### src/rtl/isa_pkg.sv
// isa_pkg: shared opcodes, issue-FSM states and writer latencies for the 16-bit pipeline
package isa_pkg;
    localparam logic [4:0] OP_NOP  = 5'b00000;
    localparam logic [4:0] OP_HALT = 5'b00001;
    localparam int LAT_ALU = 2;
    localparam int LAT_MEM = 3;
    typedef enum logic [1:0] {RUN, STALL, DRAIN, HALTED} state_t;
endpackage

### src/rtl/reg_scoreboard.sv
// reg_scoreboard: per-register countdown of cycles until an in-flight write lands
// ports: rd1/rd2/dst addresses -> *_busy lookups; ld/ld_mem arm cnt[dst]; busy_mask, all_clear
module reg_scoreboard
    import isa_pkg::*;
#(
    parameter int NREG = 8,
    parameter int AW   = 3,
    parameter int CW   = 2
)(
    input  logic            clk,
    input  logic            rst,
    input  logic [AW-1:0]   rd1,
    input  logic [AW-1:0]   rd2,
    input  logic [AW-1:0]   dst,
    input  logic            ld,
    input  logic            ld_mem,
    output logic            rd1_busy,
    output logic            rd2_busy,
    output logic            dst_busy,
    output logic [NREG-1:0] busy_mask,
    output logic            all_clear
);
    logic [CW-1:0] cnt [NREG];
    always_ff @(posedge clk) begin
        for (int r = 0; r < NREG; r++)
            if (rst)
                cnt[r] <= '0;
            else
                cnt[r] <= (ld && dst == AW'(r)) ? (ld_mem ? CW'(LAT_MEM) : CW'(LAT_ALU))
                        : (cnt[r] == '0) ? '0 : cnt[r] - 1'b1;
    end
    for (genvar i = 0; i < NREG; i++) begin : g_busy
        assign busy_mask[i] = cnt[i] != '0;
    end
    assign rd1_busy  = busy_mask[rd1];
    assign rd2_busy  = busy_mask[rd2];
    assign dst_busy  = busy_mask[dst];
    assign all_clear = ~|busy_mask;
endmodule

### src/rtl/hazard_scoreboard.sv
// hazard_scoreboard: decode-stage issue controller with hazard stalls, HALT drain and stall counter
// ports: id_* instruction fields and control bits, flush kills ID;
//        stall/issue/bubble are zero-latency decisions, halted after drain, busy_mask, stall_count
module hazard_scoreboard
    import isa_pkg::*;
#(
    parameter int NREG = 8,
    parameter int AW   = 3,
    parameter int CW   = 2
)(
    input  logic            clk,
    input  logic            rst,
    input  logic            id_valid,
    input  logic [4:0]      id_opcode,
    input  logic [AW-1:0]   id_src1,
    input  logic [AW-1:0]   id_src2,
    input  logic [AW-1:0]   id_dst,
    input  logic            id_use_src1,
    input  logic            id_use_src2,
    input  logic            id_reg_wr,
    input  logic            id_mem_rd,
    input  logic            flush,
    output logic            stall,
    output logic            issue,
    output logic            bubble,
    output logic            halted,
    output logic [NREG-1:0] busy_mask,
    output logic [15:0]     stall_count
);
    state_t state;
    logic b1, b2, bd, all_clear, hazard, run;
    reg_scoreboard #(.NREG(NREG), .AW(AW), .CW(CW)) u_sb (
        .clk       (clk),
        .rst       (rst),
        .rd1       (id_src1),
        .rd2       (id_src2),
        .dst       (id_dst),
        .ld        (issue && id_reg_wr),
        .ld_mem    (id_mem_rd),
        .rd1_busy  (b1),
        .rd2_busy  (b2),
        .dst_busy  (bd),
        .busy_mask (busy_mask),
        .all_clear (all_clear)
    );
    // dst check catches WAW: a later ALU write could land before an earlier load
    always_comb begin
        hazard = id_valid && ((id_use_src1 && b1) || (id_use_src2 && b2) || (id_reg_wr && bd));
        run    = state == RUN || state == STALL;
        issue  = !rst && run && !flush && id_valid && !hazard;
        stall  = !rst && (run ? !flush && hazard : 1'b1);
        bubble = !issue;
        halted = !rst && state == HALTED;
    end
    always_ff @(posedge clk) begin
        if (rst) begin
            state       <= RUN;
            stall_count <= '0;
        end else begin
            state <= run ? ((flush || !id_valid) ? RUN : hazard ? STALL
                            : (id_opcode == OP_HALT) ? DRAIN : RUN)
                   : (state == DRAIN && all_clear) ? HALTED : state;
            if (stall && stall_count != 16'hFFFF)
                stall_count <= stall_count + 16'd1;
        end
    end
endmodule

### config.mk
export PLATFORM = sky130hd
export DESIGN_NAME = hazard_scoreboard
export DESIGN_NICKNAME = d
export VERILOG_FILES = /design/src/rtl/isa_pkg.sv /design/src/rtl/reg_scoreboard.sv /design/src/rtl/hazard_scoreboard.sv
export SDC_FILE = /design/constraint.sdc
export NUM_CORES = 1
export LEC_CHECK = 0
export BUFFER_PORTS_ARGS = -buffer_cell sky130_fd_sc_hd__buf_4
export CAP_MARGIN = 20
export CORE_MARGIN = 5
export CORE_UTILIZATION = 48
export CTS_CLUSTER_SIZE = 12
export DETAILED_ROUTE_END_ITERATION = 12
export PLACE_DENSITY = 0.87
export SYNTH_ARGS = -nofsm -noshare
export SYNTH_HDL_FRONTEND = slang
export SYNTH_HIERARCHICAL = 1
export SYNTH_SLANG_ARGS = --single-unit
### constraint.sdc
create_clock -name clk -period 2.82 [get_ports clk]
set_input_delay 0.564 -clock clk [delete_from_list [all_inputs] [get_ports clk]]
set_output_delay 0.564 -clock clk [all_outputs]
set_load 0.01 [all_outputs]
==> results.sh, run 1 <==
export IMPL_timing_slew_headroom_pct=67.9
export IMPL_starting_utilization_of_the_core_area_pct=50.1
export IMPL_finalHoldViolCount=0
export IMPL_post_layout_total_power_uw=1040
export IMPL_detailedRoute_firstPassIterationCount=5
export IMPL_setup_viol=0
export IMPL_cp_arrival_ns=2.23
export IMPL_fp_dieH_um=75.1
export IMPL_grt_remaining_overflow=0
export IMPL_combinationalPowerShare_pct=11.0
export IMPL_antenna_found_initial=0
export IMPL_most_frequent_cells_in_the_layout="buf_4, a21oi_1, dfxtp_1"
export IMPL_synth_top_area_share_pct=33.5
export IMPL_die_width_um=75.1
export IMPL_globalRouteTotalUtil_pct=20.2
export IMPL_timing_final_crit_period_ns=2.80
export IMPL_yosys_warnings=6
export IMPL_fin_util_pct=66.3
export IMPL_number_of_enable_type_register_cells_in_the_synthesized_netlist=0
export IMPL_final_period_utilization_pct=99.2
export IMPL_grt_pass1_vias=1888
export IMPL_postSynthCellCount=242
export IMPL_placement_rows=23
export IMPL_synth_cell_area_um2=2030
export IMPL_synth_net_count=265
export IMPL_unrepaired_setup_endpoints_after_global_routing="true"
export IMPL_count_of_boundary_i_o_pins=50
export IMPL_hold_ws_ns=0.501
export IMPL_synth_cell_types=49
export IMPL_outcome="finished clean"
export IMPL_num_antenna_cells=0
export IMPL_p_per_area_nw_per_um2=387
export IMPL_first_pass_grt_wire_length_um=8820
export IMPL_max_vdd_ir_drop_uv=376
export IMPL_cts_tree="built"
export IMPL_dpl_cell_count=335
export IMPL_non_filler_cells_in_the_finished_layout=347
export IMPL_synth_top_area_cell="dfxtp_1"
export IMPL_critical_path_class="input pin to output port"
export IMPL_worstMarginPinSlew_ns=0.476
export IMPL_drv_cap=0
export IMPL_synth_area_leaders="dfxtp_1, a21oi_1, nor2_1"
export IMPL_nets=319
export IMPL_starting_drc_count_in_detailed_routing=150
export IMPL_p_int_uw=801
export IMPL_final_max_slew_violation_count=0
export IMPL_via_count=2125
export IMPL_io_buffer_count=49
export IMPL_cts_root_buf="clkbuf_8"
export IMPL_finalWeightedCongestion=0.929
export IMPL_clock_latency_ns=0.29
export IMPL_switching_pwr_uw=240
export IMPL_htree_levels=2
export IMPL_power_frac_seq_pct=46.5
export IMPL_dpl_hpwl_um=3890
export IMPL_power_leakage_uw=0.00114
export IMPL_numCtsBuffers=5
export IMPL_core_region_area_um2=4060
export IMPL_leading_cell_type_in_the_layout_fill_and_taps_excluded="buf_4"
export IMPL_routed_via_density=6.12
export IMPL_postPlaceCellArea_um2=2490
export IMPL_antenna_violating_nets_post_route=0
export IMPL_finalInstanceArea_um2=2690
export IMPL_clk_pin_slew_ns=0.07
export IMPL_synth_avg_cell_area_um2=8.40
export IMPL_clock_skew_final_ns=0.0152
export IMPL_seq_area_frac_synth_pct=33.5
export IMPL_synth_ff_latch_count=34
export IMPL_synth_ff_type="dfxtp_1"
export IMPL_worst_ep_required_time_ns=2.26
export IMPL_crit_path_max_fanout=7
export IMPL_power_switching_fraction_pct=23.1
export IMPL_wire_per_inst_um=16.6
export IMPL_timing_hold_worst_class="flip-flop to flip-flop"
export IMPL_max_clock_freq_mhz=357
export IMPL_detail_route_wirelength_um=5760
export IMPL_maximum_clock_path_buffer_count=2
export IMPL_clock_power_share_pct=42.5
export IMPL_fillers=320
export IMPL_synth_async_sr_flop_share_pct=0
export IMPL_postCtsHoldBufs=0
export IMPL_post_route_cells_drive_above_1_share_pct=37.7
export IMPL_fp_dieArea_um2=5640
export IMPL_areaGrowthSynthToFinish_pct=32.2
export IMPL_drc=0
export IMPL_grt_start_max_net_pins=44
export IMPL_worst_setup_path_start_kind="input pin"
export IMPL_sinks_on_the_clock_net=34
export IMPL_critical_path_endpoint_type="output port"
## path summary, 6_finish.rpt
| check | from | to | slack, ns | depth (start not counted) |
|---|---|---|---|---|
| worst min-delay path | state[0] | state[0] | 0.50 | 1 |
| worst min register to register | state[0] | state[0] | 0.50 | 1 |
| worst max-delay path | id_src2[0] | bubble | 0.02 | 9 |
| worst max register to register | u_sb/cnt[0][1] | u_sb/cnt[1][2] | 0.12 | 11 |
## power groups by stage
| stage | Sequential [uW] | Clock (uW) | Combinational [uW] |
|---|---|---|---|
| after CTS | 486 | 449 | 110 |
| final | 484 | 443 | 114 |
| after global placement | 496 | 0 | 107 |
| after floorplan | 496 | 0 | 66.0 |
| after detailed placement | 497 | 0 | 110 |
| after global routing | 484 | 465 | 124 |
## worst max-delay path, stage by stage
cell and delay, ns:
buf_4 0.14, nor3_1 0.20, a21oi_1 0.06, mux4_2 0.45
a22o_1 0.20, nand3b_1 0.22, nor3_4 0.19, inv_1 0.07
buf_6 0.12
## Yosys cell counts, types with 5 or more instances
library cell and n:
a21oi_1 28, and4_1 5, buf_2 6, clkbuf_1 5, dfxtp_1 34, inv_1 8
mux2_2 7, mux2i_1 7, nand2_1 11, nand3_1 5, nand4_1 6, nand4b_1 5
nor2_1 26, nor2b_1 15, nor3_1 17, o31ai_1 5, or4_1 6
## flip-flops by register name (all words and copies together), names as in the netlist
signal / flops
state: 2
stall_count: 16
u_sb/cnt: 16
## repair_timing
action	CTS	global route
endpoints found under the hold margin	0	0
setup endpoints to repair	4	3
buffers inserted	1	4
resized for setup	12	11
gates cloned	0	0
pin swaps	3	3
## through the flow
| step | setup WS [ns] | TNS [ns] |
|---|---|---|
| after floorplan | -0.0293 | -0.0756 |
| after global placement | -0.0143 | -0.0319 |
| after detailed placement | -0.135 | -0.979 |
| after CTS | 0.0320 | 0 |
| after global routing | -0.101 | -0.486 |
| final | 0.0212 | 0 |
## final cells by class
cell class	count	area [um^2]	area share, %
inverters	8	30.0	1.12
repair buffers	63	480	17.9
clock inverters	1	30.0	1.12
flip-flops and latches	34	698	26.0
multi-input cells	184	1310	48.8
clock buffers	7	76.3	2.84
well taps	50	62.6	2.33
## per-layer routing
metal / wire [um] / track usage [%]
met1: 2190 / 24.1
met2: 3010 / 34.3
met3: 399 / 4.81
met4: 153 / 8.70
met5: 0 / 0
## cell families (layout without fill, tap and decap cells)
family	after synthesis	after routing	share of synthesized area (%)
adders and majority gates	1	1	0.615
buffers and inverters	24	79	5.91
muxes	17	17	10.6
AOI/OAI and AO/OA	45	45	13.5
DFF	34	34	33.5
and+or+nand+nor	121	121	35.9
Power figures use the tool's default switching activity.
==> run 2: changes to the inputs <==
--- a/config.mk
+++ b/config.mk
@@ -12,6 +12,7 @@
 export CTS_CLUSTER_SIZE = 12
 export DETAILED_ROUTE_END_ITERATION = 12
 export PLACE_DENSITY = 0.87
+export REMOVE_ABC_BUFFERS = 1
 export SYNTH_ARGS = -nofsm -noshare
 export SYNTH_HDL_FRONTEND = slang
 export SYNTH_HIERARCHICAL = 1
==> results.sh, run 2 (synthesis gave the netlist of run 1 again) <==
export IMPL_power_leakage_uw=0.00115
export IMPL_grt_start_max_net_pins=44
export IMPL_hold_path_startpoint="state[0]"
export IMPL_unrepaired_setup_endpoints_after_global_routing="true"
export IMPL_count_of_boundary_i_o_pins=50
export IMPL_finalHoldViolCount=0
export IMPL_numCtsBuffers=5
export IMPL_p_per_area_nw_per_um2=353
export IMPL_io_buffer_count=49
export IMPL_num_antenna_cells=0
export IMPL_finalWeightedCongestion=0.826
export IMPL_cp_buffers_inverters=4
export IMPL_detailedRoute_firstPassIterationCount=4
export IMPL_sinks_on_the_clock_net=34
export IMPL_timing_critical_path_max_delay_family="simple AND/OR/NAND/NOR gates"
export IMPL_fp_dieArea_um2=5640
export IMPL_worst_ep_required_time_ns=2.26
export IMPL_detail_route_wirelength_um=5550
export IMPL_antenna_found_initial=0
export IMPL_fillers=342
export IMPL_min_path_cells=1
export IMPL_reg_largest_list="stall_count x16, u_sb/cnt x16, state x2"
export IMPL_drc=0
export IMPL_clock_skew_final_ns=0.00693
export IMPL_final_max_slew_violation_count=0
export IMPL_starting_utilization_of_the_core_area_pct=50.1
export IMPL_r2r_setup_slack_ns=0.19
export IMPL_outcome="finished, violations left"
export IMPL_maximum_clock_path_buffer_count=2
export IMPL_timing_hold_worst_class="flip-flop to flip-flop"
export IMPL_post_layout_total_power_uw=945
export IMPL_max_clock_freq_mhz=349
export IMPL_clk_pin_slew_ns=0.07
export IMPL_cts_tree="built"
export IMPL_grt_remaining_overflow=0
export IMPL_antenna_violating_nets_post_route=0
export IMPL_first_pass_grt_wire_length_um=8560
export IMPL_most_frequent_cells_in_the_layout="buf_4, a21oi_1, dfxtp_1"
export IMPL_postCtsHoldBufs=0
export IMPL_setup_viol=2
export IMPL_max_vdd_ir_drop_uv=252
export IMPL_crit_path_top_delay_cell="mux4_2"
export IMPL_core_region_area_um2=4060
export IMPL_worstMarginPinSlew_ns=0.432
export IMPL_cp_slowest_stage_delay_ns=0.47
export IMPL_r2r_start="u_sb/cnt[1][5]"
export IMPL_nets=322
export IMPL_postPlaceCellArea_um2=2450
export IMPL_final_setup_worst_slack_ns=-0.0432
export IMPL_violations_in_the_final_reports="negative setup slack"
export IMPL_hold_end="state[0]"
export IMPL_post_route_cells_drive_above_1_share_pct=38.8
export IMPL_worst_setup_path_start_kind="input pin"
export IMPL_crit_chain="buf_4 > nor3_1 > a21oi_1 > mux4_2 > a22o_1 > nand3b_1 > nor3_2 > buf_4 > inv_1 > buf_4"
export IMPL_wire_per_inst_um=15.9
export IMPL_die_width_um=75.1
export IMPL_regToRegEndpoint="u_sb/cnt[1][2]"
export IMPL_leading_cell_type_in_the_layout_fill_and_taps_excluded="buf_4"
export IMPL_fp_dieH_um=75.1
export IMPL_dpl_hpwl_um=3840
export IMPL_starting_drc_count_in_detailed_routing=181
export IMPL_cp_arrival_ns=2.30
export IMPL_globalRouteTotalUtil_pct=19.5
export IMPL_final_period_utilization_pct=102
export IMPL_grt_pass1_vias=1916
export IMPL_drv_cap=0
export IMPL_areaGrowthSynthToFinish_pct=31.7
export IMPL_routed_via_density=6.11
export IMPL_critical_path_endpoint_type="output port"
export IMPL_timing_final_crit_period_ns=2.86
export IMPL_placement_rows=23
export IMPL_crit_path_max_fanout=8
export IMPL_critical_path_class="input pin to output port"
export IMPL_via_count=2132
export IMPL_timing_slew_headroom_pct=70.8
export IMPL_clock_latency_ns=0.28
export IMPL_cts_root_buf="clkbuf_8"
export IMPL_finalInstanceArea_um2=2680
export IMPL_critical_path_top_cell_by_count="buf_4"
export IMPL_htree_levels=2
export IMPL_hold_ws_ns=0.478
export IMPL_worstRegToRegCells=11
## run 2: metrics by stage
| stage | std cells | setup TNS, ns | util, % | worst slack, ns |
|---|---|---|---|---|
| finish | 349 | -0.0668 | 66.0 | -0.0432 |
| global route | 349 | -0.389 | 66.0 | -0.164 |
| CTS | 342 | 0 | 63.1 | 0.00638 |
| detailed placement | 335 | -0.590 | 60.5 | -0.0940 |
| global placement | 335 | -0.0693 | 60.5 | -0.0304 |
| floorplan | 226 | -3.39 | - | -0.495 |
## run 2: worst max-delay path by stage
stage                         from        endpoint  slack, ns  cells after the start
global route        u_sb/cnt[0][4]          bubble      -0.16                      9
global placement        id_src1[0]  u_sb/cnt[0][6]      -0.03                     12
detailed placement      id_src1[0]  u_sb/cnt[0][6]      -0.09                     12
floorplan                id_dst[0]           stall      -0.50                      6
CTS                 u_sb/cnt[0][1]          bubble      0.006                      9
finish                  id_src2[0]          bubble      -0.04                     10
## run 2: report_power, final
| part | leakage (uW) | total [uW] | switching, uW | internal [uW] |
|---|---|---|---|---|
| registers | 0.000279 | 486 | 3.39 | 482 |
| clock network | 0.0000438 | 338 | 172 | 166 |
| logic | 0.000828 | 122 | 59.4 | 62.2 |
| total | 0.00115 | 945 | 235 | 710 |
## run 2: layout make-up
| class | count | area (um^2) | area share, % |
|---|---|---|---|
| tap | 50 | 62.6 | 2.34 |
| clock inverter | 2 | 10.0 | 0.374 |
| timing repair buffer | 66 | 503 | 18.8 |
| sequential | 34 | 692 | 25.8 |
| multi-input combinational | 184 | 1310 | 49.0 |
| inverter | 8 | 30.0 | 1.12 |
| clock buffer | 5 | 68.8 | 2.57 |
## run 2: per-layer routing
metal | up-vias | wire length, um | track usage (%)
met5 | - | 0 | 0
met4 | 0 | 99 | 7.91
met3 | 14 | 376 | 4.27
met2 | 72 | 2820 | 32.2
met1 | 1038 | 2250 | 24.6
li1 | 1008 | - | -
## run 2: worst reg2reg max path: stages, from the launching register on
cell and delay (ns):
dfxtp_2 0.36, nor3_1 0.23, a21oi_1 0.07, mux4_2 0.47, a22o_1 0.22, nand3b_1 0.20, nor3_2 0.16, and2_1 0.24
buf_4 0.16, nand4b_1 0.14, mux2i_1 0.20, nor2_1 0.06
## run 2: timing repair
item                       CTS  global route
pin swaps                    0             6
setup buffers                0             7
setup endpoints to repair    3             3
resized for setup            7            21
==> run 3: changes to the inputs <==
--- a/config.mk
+++ b/config.mk
@@ -8,10 +8,10 @@
 export BUFFER_PORTS_ARGS = -buffer_cell sky130_fd_sc_hd__buf_4
 export CAP_MARGIN = 20
 export CORE_MARGIN = 5
-export CORE_UTILIZATION = 48
+export CORE_UTILIZATION = 53
 export CTS_CLUSTER_SIZE = 12
 export DETAILED_ROUTE_END_ITERATION = 12
-export PLACE_DENSITY = 0.87
+export PLACE_DENSITY = 0.9
 export REMOVE_ABC_BUFFERS = 1
 export SYNTH_ARGS = -nofsm -noshare
 export SYNTH_HDL_FRONTEND = slang
==> constraint.sdc (replaced) <==
create_clock -name clk -period 2.9 [get_ports clk]
set_input_delay 0.435 -clock clk [delete_from_list [all_inputs] [get_ports clk]]
set_output_delay 0.435 -clock clk [all_outputs]
set_load 0.01 [all_outputs]
==> results.sh, run 3 (synthesis gave the netlist of run 1 again) <==
export IMPL_reg_largest_list="stall_count x16, u_sb/cnt x16, state x2"
export IMPL_fin_util_pct=68.6
export IMPL_post_layout_total_power_uw=927
export IMPL_hold_end="state[1]"
export IMPL_switching_pwr_uw=218
export IMPL_detail_route_wirelength_um=4960
export IMPL_clock_power_share_pct=38.3
export IMPL_antenna_violating_nets_post_route=0
export IMPL_nets=311
export IMPL_leading_cell_type_in_the_layout_fill_and_taps_excluded="buf_4"
export IMPL_sinks_on_the_clock_net=34
export IMPL_crit_path_max_fanout=3
export IMPL_min_path_cells=3
export IMPL_p_int_uw=709
export IMPL_postCtsHoldBufs=0
export IMPL_fillers=317
export IMPL_critPathLaunch="u_sb/cnt[1][3]"
export IMPL_power_frac_seq_pct=51.0
export IMPL_grt_met1_usage_pct=23.7
export IMPL_worst_setup_path_start_kind="flip-flop"
export IMPL_worst_ep_required_time_ns=2.47
export IMPL_max_clock_freq_mhz=365
export IMPL_p_per_area_nw_per_um2=366
export IMPL_finalWeightedCongestion=0.884
export IMPL_drc=0
export IMPL_most_frequent_cells_in_the_layout="buf_4, dfxtp_1, a21oi_1"
export IMPL_max_vdd_ir_drop_uv=358
export IMPL_cp_arrival_ns=2.30
export IMPL_dpl_hpwl_um=3710
export IMPL_via_count=2004
export IMPL_antenna_found_initial=0
export IMPL_dpl_cell_count=329
export IMPL_starting_utilization_of_the_core_area_pct=55.1
export IMPL_numCtsBuffers=5
export IMPL_power_leakage_uw=0.00107
export IMPL_grt_pass1_vias=1839
export IMPL_placement_rows=22
export IMPL_timing_final_crit_period_ns=2.74
export IMPL_drv_cap=0
export IMPL_timing_hold_worst_class="input pin to flip-flop"
export IMPL_starting_drc_count_in_detailed_routing=195
export IMPL_critical_path_class="flip-flop to output port"
export IMPL_grt_start_max_net_pins=44
export IMPL_wire_per_inst_um=14.7
export IMPL_post_route_cells_drive_above_1_share_pct=30.4
export IMPL_clk_pin_slew_ns=0.07
export IMPL_clock_latency_ns=0.29
export IMPL_fp_dieArea_um2=5170
export IMPL_routed_via_density=5.95
export IMPL_setup_viol=0
export IMPL_die_width_um=71.9
export IMPL_first_pass_grt_wire_length_um=8210
export IMPL_count_of_boundary_i_o_pins=50
export IMPL_combinationalPowerShare_pct=10.7
export IMPL_final_max_slew_violation_count=0
export IMPL_core_region_area_um2=3690
export IMPL_clock_skew_final_ns=0.00997
export IMPL_power_switching_fraction_pct=23.6
export IMPL_grt_remaining_overflow=0
export IMPL_worstRegToRegCells=10
export IMPL_io_buffer_count=49
export IMPL_r2r_setup_slack_ns=0.24
export IMPL_globalRouteTotalUtil_pct=19.4
export IMPL_use_met3_pct=4.29
export IMPL_num_antenna_cells=0
export IMPL_grt_met2_use_pct=33.4
export IMPL_areaGrowthSynthToFinish_pct=24.4
export IMPL_htree_levels=2
export IMPL_gr_max_usage_layer="met2"
export IMPL_critical_path_endpoint_type="output port"
export IMPL_maximum_clock_path_buffer_count=2
export IMPL_fp_dieH_um=71.9
export IMPL_worstMarginPinSlew_ns=0.426
export IMPL_cts_tree="built"
export IMPL_r2r_start="u_sb/cnt[1][3]"
export IMPL_cts_root_buf="clkbuf_8"
export IMPL_finalHoldViolCount=0
export IMPL_non_filler_cells_in_the_finished_layout=337
export IMPL_detailedRoute_firstPassIterationCount=5
export IMPL_outcome="finished clean"
export IMPL_final_period_utilization_pct=94.4
export IMPL_regToRegEndpoint="u_sb/cnt[0][0]"
export IMPL_hold_path_startpoint="id_opcode[1]"
export IMPL_timing_slew_headroom_pct=71.6
run 3: cell count changes in the layout (fill, tap and decap cells not counted), moves of 2 or more:
| cell | delta |
|---|---|
| buf_4 | -9 |
| dfxtp_1 | +9 |
| dfxtp_2 | -9 |
| nor2_4 | -4 |
| nor3_1 | +4 |
| nor3_2 | -4 |
| nor2_1 | +3 |
| buf_6 | -2 |
run 3: worst max path at each step:
| stage | to | slack, ns | cells past startpoint |
|---|---|---|---|
| CTS | bubble | 0.009 | 9 |
| detailed placement | u_sb/cnt[0][0] | 0.03 | 11 |
| global placement | u_sb/cnt[0][6] | 0.15 | 12 |
| finish | stall | 0.16 | 8 |
| global route | bubble | -0.001 | 9 |
| floorplan | stall | -0.16 | 6 |
run 3: cell type report:
cell class | count | area [um^2] | area share, %
timing repair buffer | 55 | 413 | 16.3
clock inverter | 1 | 5.00 | 0.198
clock buffer | 7 | 86.3 | 3.41
multi-input combinational | 184 | 1250 | 49.6
tap | 48 | 60.1 | 2.37
sequential | 34 | 681 | 26.9
inverter | 8 | 30.0 | 1.19
run 3: repair_timing:
| action | CTS | global route |
|---|---|---|
| resized for setup | 0 | 4 |
| setup buffers | 0 | 0 |
| setup endpoints to repair | 0 | 9 |
run 3: power groups by stage:
stage / registers [uW] / logic (uW) / clock network [uW]
after global routing: 473 / 109 / 380
after CTS: 472 / 98.4 / 362
after detailed placement: 483 / 98.4 / 0
final: 472 / 99.5 / 355
after global placement: 483 / 95.2 / 0
after floorplan: 483 / 39.0 / 0
run 3: worst max-delay path: stages (launching register included):
cell and delay [ns]:
dfxtp_1 0.32, nor2_1 0.23, buf_4 0.18, a21oi_1 0.07
mux4_2 0.48, and4b_1 0.24, a211oi_2 0.25, nor2_1 0.09
buf_4 0.16
run 3: metal layers:
layer  share of wire, %  routed length [um]  vias up
li1                   -                   -      994
met1                 42                2080      936
met2                 50                2490       63
met3                6.3                 314       11
met4                1.5                  73        0
met5                  0                   0        -
run 3: through the flow:
stage	TNS (ns)	cell area, um^2	worst slack [ns]	hold WS [ns]
global route	-0.00136	2530	-0.00136	0.425
floorplan	-0.639	1940	-0.157	0.439
detailed placement	0	2420	0.0308	0.464
CTS	0	2510	0.00900	0.409
global placement	0	2420	0.151	0.459
finish	0	2530	0.163	0.415
